## src/rtl/bram_vga_reader.sv

```systemverilog
// Frame-buffer read side: 640x480@60 VGA timing with 2x pixel/line doubling of a
// 320x240 RGB444 image, pipelined to absorb the buffer's one-cycle read latency.
module bram_vga_reader #(
    parameter int H_ACTIVE = 640,
    parameter int H_FP     = 16,
    parameter int H_SYNC   = 96,
    parameter int H_BP     = 48,
    parameter int V_ACTIVE = 480,
    parameter int V_FP     = 10,
    parameter int V_SYNC   = 2,
    parameter int V_BP     = 33,
    parameter int SRC_W    = 320,
    parameter int SRC_H    = 240,
    parameter int ADDR_W   = 17,
    parameter int DATA_W   = 12
) (
    input  logic              clk,
    input  logic              rst,
    output logic              bram_en,
    output logic [ADDR_W-1:0] bram_addr,
    input  logic [DATA_W-1:0] bram_dout,
    output logic [3:0]        vga_r,
    output logic [3:0]        vga_g,
    output logic [3:0]        vga_b,
    output logic              vga_hs,
    output logic              vga_vs,
    output logic              vga_de,
    output logic              frame_start
);
    localparam int H_TOTAL = H_ACTIVE + H_FP + H_SYNC + H_BP;
    localparam int V_TOTAL = V_ACTIVE + V_FP + V_SYNC + V_BP;
    localparam int H_W     = $clog2(H_TOTAL);
    localparam int V_W     = $clog2(V_TOTAL);

    localparam logic [H_W-1:0]    H_LAST   = H_W'(H_TOTAL - 1);
    localparam logic [H_W-1:0]    H_ACT    = H_W'(H_ACTIVE);
    localparam logic [H_W-1:0]    HS_BEG   = H_W'(H_ACTIVE + H_FP);
    localparam logic [H_W-1:0]    HS_END   = H_W'(H_ACTIVE + H_FP + H_SYNC);
    localparam logic [V_W-1:0]    V_LAST   = V_W'(V_TOTAL - 1);
    localparam logic [V_W-1:0]    V_ACT    = V_W'(V_ACTIVE);
    localparam logic [V_W-1:0]    V_ADV    = V_W'(2 * SRC_H - 1);
    localparam logic [V_W-1:0]    VS_BEG   = V_W'(V_ACTIVE + V_FP);
    localparam logic [V_W-1:0]    VS_END   = V_W'(V_ACTIVE + V_FP + V_SYNC);
    localparam logic [ADDR_W-1:0] ROW_STEP = ADDR_W'(SRC_W);

    logic [H_W-1:0]    r_h_cnt;
    logic [V_W-1:0]    r_v_cnt;
    logic [ADDR_W-1:0] r_row_base;
    logic              r_bram_en;
    logic [ADDR_W-1:0] r_bram_addr;
    logic              r_de1, r_de2, r_hs1, r_hs2, r_vs1, r_vs2;
    logic [3:0]        r_vga_r, r_vga_g, r_vga_b;
    logic              r_vga_de, r_vga_hs, r_vga_vs;
    logic              r_frame_start;

    logic w_de0, w_hs0, w_vs0, w_h_last, w_origin;

    assign w_h_last = (r_h_cnt == H_LAST);
    assign w_origin = (r_h_cnt == '0) && (r_v_cnt == '0);
    assign w_de0    = (r_h_cnt < H_ACT) && (r_v_cnt < V_ACT);
    assign w_hs0    = !((r_h_cnt >= HS_BEG) && (r_h_cnt < HS_END));
    assign w_vs0    = !((r_v_cnt >= VS_BEG) && (r_v_cnt < VS_END));

    always_ff @(posedge clk or posedge rst) begin
        if (rst) begin
            r_h_cnt <= '0;
            r_v_cnt <= '0;
        end else if (w_h_last) begin
            r_h_cnt <= '0;
            r_v_cnt <= (r_v_cnt == V_LAST) ? '0 : r_v_cnt + V_W'(1);
        end else begin
            r_h_cnt <= r_h_cnt + H_W'(1);
        end
    end

    // Advancing only after odd lines makes each source row feed two output lines.
    always_ff @(posedge clk or posedge rst) begin
        if (rst) begin
            r_row_base <= '0;
        end else if (w_h_last) begin
            if (r_v_cnt == V_LAST) begin
                r_row_base <= '0;
            end else if (r_v_cnt[0] && (r_v_cnt < V_ADV)) begin
                r_row_base <= r_row_base + ROW_STEP;
            end
        end
    end

    always_ff @(posedge clk or posedge rst) begin
        if (rst) begin
            r_bram_en     <= 1'b0;
            r_bram_addr   <= '0;
            r_frame_start <= 1'b0;
        end else begin
            r_bram_en     <= w_de0;
            r_frame_start <= w_origin;
            if (w_de0) begin
                r_bram_addr <= r_row_base + ADDR_W'(r_h_cnt >> 1);
            end
        end
    end

    // Stage 1 sits beside the address register, stage 2 beside the buffer's data register.
    always_ff @(posedge clk or posedge rst) begin
        if (rst) begin
            r_de1 <= 1'b0;
            r_de2 <= 1'b0;
            r_hs1 <= 1'b1;
            r_hs2 <= 1'b1;
            r_vs1 <= 1'b1;
            r_vs2 <= 1'b1;
        end else begin
            r_de1 <= w_de0;
            r_de2 <= r_de1;
            r_hs1 <= w_hs0;
            r_hs2 <= r_hs1;
            r_vs1 <= w_vs0;
            r_vs2 <= r_vs1;
        end
    end

    always_ff @(posedge clk or posedge rst) begin
        if (rst) begin
            r_vga_r  <= '0;
            r_vga_g  <= '0;
            r_vga_b  <= '0;
            r_vga_de <= 1'b0;
            r_vga_hs <= 1'b1;
            r_vga_vs <= 1'b1;
        end else begin
            r_vga_r  <= r_de2 ? bram_dout[11:8] : 4'd0;
            r_vga_g  <= r_de2 ? bram_dout[7:4]  : 4'd0;
            r_vga_b  <= r_de2 ? bram_dout[3:0]  : 4'd0;
            r_vga_de <= r_de2;
            r_vga_hs <= r_hs2;
            r_vga_vs <= r_vs2;
        end
    end

    assign bram_en     = r_bram_en;
    assign bram_addr   = r_bram_addr;
    assign vga_r       = r_vga_r;
    assign vga_g       = r_vga_g;
    assign vga_b       = r_vga_b;
    assign vga_de      = r_vga_de;
    assign vga_hs      = r_vga_hs;
    assign vga_vs      = r_vga_vs;
    assign frame_start = r_frame_start;

endmodule
```

## config.mk

```make
export PLATFORM = sky130hd
export DESIGN_NAME = bram_vga_reader
export DESIGN_NICKNAME = d
export VERILOG_FILES = /design/src/rtl/bram_vga_reader.sv
export SDC_FILE = /design/constraint.sdc
export NUM_CORES = 1
export LEC_CHECK = 0
export ABC_AREA = 1
export BUFFER_PORTS_ARGS = -buffer_cell sky130_fd_sc_hd__buf_4
export CAP_MARGIN = 25
export CORE_AREA = 2 2 82 92
export CTS_CLUSTER_SIZE = 30
export DETAILED_ROUTE_END_ITERATION = 16
export DIE_AREA = 0 0 84 94
export HOLD_SLACK_MARGIN = 0.02
export PLACE_DENSITY = 0.76
export REMOVE_ABC_BUFFERS = 1
export SYNTH_ARGS = -nofsm -noshare
export SYNTH_HDL_FRONTEND = slang
export SYNTH_SLANG_ARGS = --single-unit
```

## constraint.sdc

```tcl
create_clock -name clk -period 2.1 [get_ports clk]
set_input_delay 0.315 -clock clk [delete_from_list [all_inputs] [get_ports clk]]
set_output_delay 0.315 -clock clk [all_outputs]
set_load 0.01 [all_outputs]
```

==> results.cfg <==
[timing]
relSlewSlack_pct = 60.3
tightestPinTransition_ns = 0.595
skew_ns = 0.00719
slew_viol_final = 0
whs_ns = 0.0364
fmax_ghz = 0.559
layout_worst_path_cycle_share_pct = 85.3
hold_violations = 0
rsz0062_at_grt = false
finalSetupViolCount = 0
fin_setup_tns_ns = 0
min_period_ns = 1.79

[synthesis]
yosysWarningCount = 0
synthFlopType = dfrtp_1
syn_inst = 403
synth_edf_count = 0
synth_area_um2 = 3430
ys_seq_area_share_pct = 51.3
ys_seq_elements = 70
ys_types = 34
synth_area_per_cell_um2 = 8.51
ys_async_sr_fraction_pct = 100

[clock_network]
cts_setup_buffers = 0
cts_hold_buf = 0
cts_tree = built
cts_resized = 0
insertion_delay_ns = 0.34
clock_sink_count = 70
path_clk_slew_ns = 0.08
htree_num_levels = 3
cts.path.max_buffers = 2
cts_buffers = 9
cts_root_buffer = clkbuf_8

[worst_setup_path]
startpoint_type = register
cp-end-kind = register
critPathMaxStageDelay_ns = 0.46
critPathMostFrequentCell = inv_2
path_cells = inv_2 -> nor3_1 -> nor2_1 -> nand2_2 -> inv_2 -> nand3_1 -> nand2_1
crit_family = simple AND/OR/NAND/NOR gates
arrival_ns = 2.02
rr_startpoint = r_h_cnt[7]
crit_type = register to register
cp_slowest_cell = dfrtp_1
crit_fanout = 27
path_buf_inv = 2
worst_ep_required_time_ns = 2.33
crit_start = r_h_cnt[7]

[flow_run]
cap_violations = 0

[pwr]
power.density_nw_per_um2 = 620
power_leakage_nw = 2.15
max-vdd-ir-drop_v = 0.000592

[grt]
grt_overflow = 0
antenna_found_initial = 0
met2_usage_pct = 31.4
grt_use_met1_pct = 23.9
grt_pass1_vias = 2625
grtUsageMet3_pct = 3.51
grt_pass1_wl_mm = 11.9
grt_start_max_net_pins = 33
track_usage_pct = 18.9
busiest_layer = met2

[floorplanning]
die_area_um2 = 7900
core_um2 = 6930
rows = 32
die_w_um = 84
start_util_pct = 49.5
fp.dieH_um = 94
ios = 48

[routing]
firstDrtPassIters = 4
wirelength_mm = 6.80
postRouteAntennaNets = 0
drcViolationCount = 0
wire_per_inst_um = 12.4
vias = 2741
first_iter_violations = 177
routed_via_density = 5.00

[cells_and_area]
fillers = 606
multi_input_area_um2 = 1400
drive_gt1_share_pct = 22.2
regArea_um2 = 1760
final_cell_area_um2 = 4080
final_core_util_pct = 58.9
num_antenna_cells = 0
layout.nets = 480
area_delta_synth_final_pct = 18.9

[placement]
portBuffers = 47
place.gp.congestion = 0.893
placed_area_um2 = 3880
hpwl_mm = 5.07

[outcome]
outcome = completed

[min_path]
hold_path.class = primary input to async pin
[state kept, by name, indices dropped and copies added (netlist names), 4 cells and up]
| name | flops |
|---|---|
| bram_addr | 17 |
| r_h_cnt | 10 |
| r_row_base | 11 |
| r_v_cnt | 10 |
| vga_b | 4 |
| vga_g | 4 |
| vga_r | 4 |
[worst reg2reg max path, stage by stage (launching register included)]
cell	delay (ns)
dfrtp_1	0.46
inv_2	0.08
nor3_1	0.30
nor2_1	0.09
nand2_2	0.38
inv_2	0.18
nand3_1	0.14
nand2_1	0.05
[cell usage after synthesis (3+ instances only)]
cell type / n / area, um^2
nor3_1: 10 / 50.1
o21ai_0: 19 / 95.1
inv_1: 55 / 206
xor2_1: 8 / 70.1
dfrtp_1: 64 / 1600
inv_2: 3 / 11.3
nand4_1: 8 / 50.1
nor2_4: 3 / 33.8
xnor2_1: 4 / 35.0
nand2_1: 117 / 439
nor2_1: 27 / 101
ha_1: 8 / 100
nand2_2: 11 / 68.8
dfstp_2: 6 / 158
o21ai_2: 5 / 43.8
a21oi_1: 4 / 20.0
nand3_1: 30 / 150
[worst paths after layout]
kind	endpoint	slack (ns)	depth (start not counted)
worst min-delay path	bram_addr[4]	0.04	2
worst max register to register	bram_addr[13]	0.31	7
worst max-delay path	bram_addr[13]	0.31	7
max in group asynchronous	r_vs2	1.42	3
worst min register to register	vga_vs	0.36	0
min in group clk	vga_r[2]	0.16	3
[area by class of cell]
class | count | area share, %
inverters | 60 | 5.65
multi-input cells | 268 | 34.3
clock inverters | 5 | 1.44
clock buffers | 11 | 3.47
flip-flops and latches | 70 | 43.2
repair buffers | 49 | 9.33
well taps | 85 | 2.61
[cell families (layout without fill, tap and decap cells)]
logic type / count (synthesis) / after routing / share of synthesized area [%]
AND/OR/NAND/NOR: 217 / 217 / 29.6
flip-flops: 70 / 70 / 51.3
buffers and inverters: 65 / 125 / 7.85
AO/OA/AOI/OAI: 31 / 31 / 5.22
XOR/XNOR: 12 / 12 / 3.07
adder cells (fa/ha/maj): 8 / 8 / 2.92
[cell usage in the layout (no fill, tap or decap), types with 10 or more instances in the layout]
master	instances
buf_4	48
nand2_2	11
nand2_1	117
dfrtp_1	64
o21ai_0	19
nand3_1	30
nor2_1	27
nor3_1	10
inv_1	54
clkbuf_8	10
[per-stage QoR]
stage / std cells / setup WS [ns] / power, mW
2_1_floorplan: 398 / 0.0267 / 1.42
3_3_place_gp: 532 / 0.367 / 1.47
3_5_place_dp: 532 / 0.307 / 1.48
4_1_cts: 548 / 0.280 / 2.56
5_1_grt: 548 / 0.104 / 2.63
6_report: 548 / 0.310 / 2.53
[per-layer routing]
layer,share of wire [%],vias up
met1,44,1265
met5,0,-
met3,5.8,16
met2,48,82
li1,-,1378
met4,2.1,0
[where the power goes]
part	switching (mW)	leakage, nW	internal [mW]	total, mW
logic	0.0452	1.16	0.0384	0.0836
clock network	0.501	0.0955	0.581	1.08
registers	0.00339	0.889	1.36	1.36
total	0.549	2.15	1.98	2.53
No activity file was read; power rests on OpenSTA's default activity.
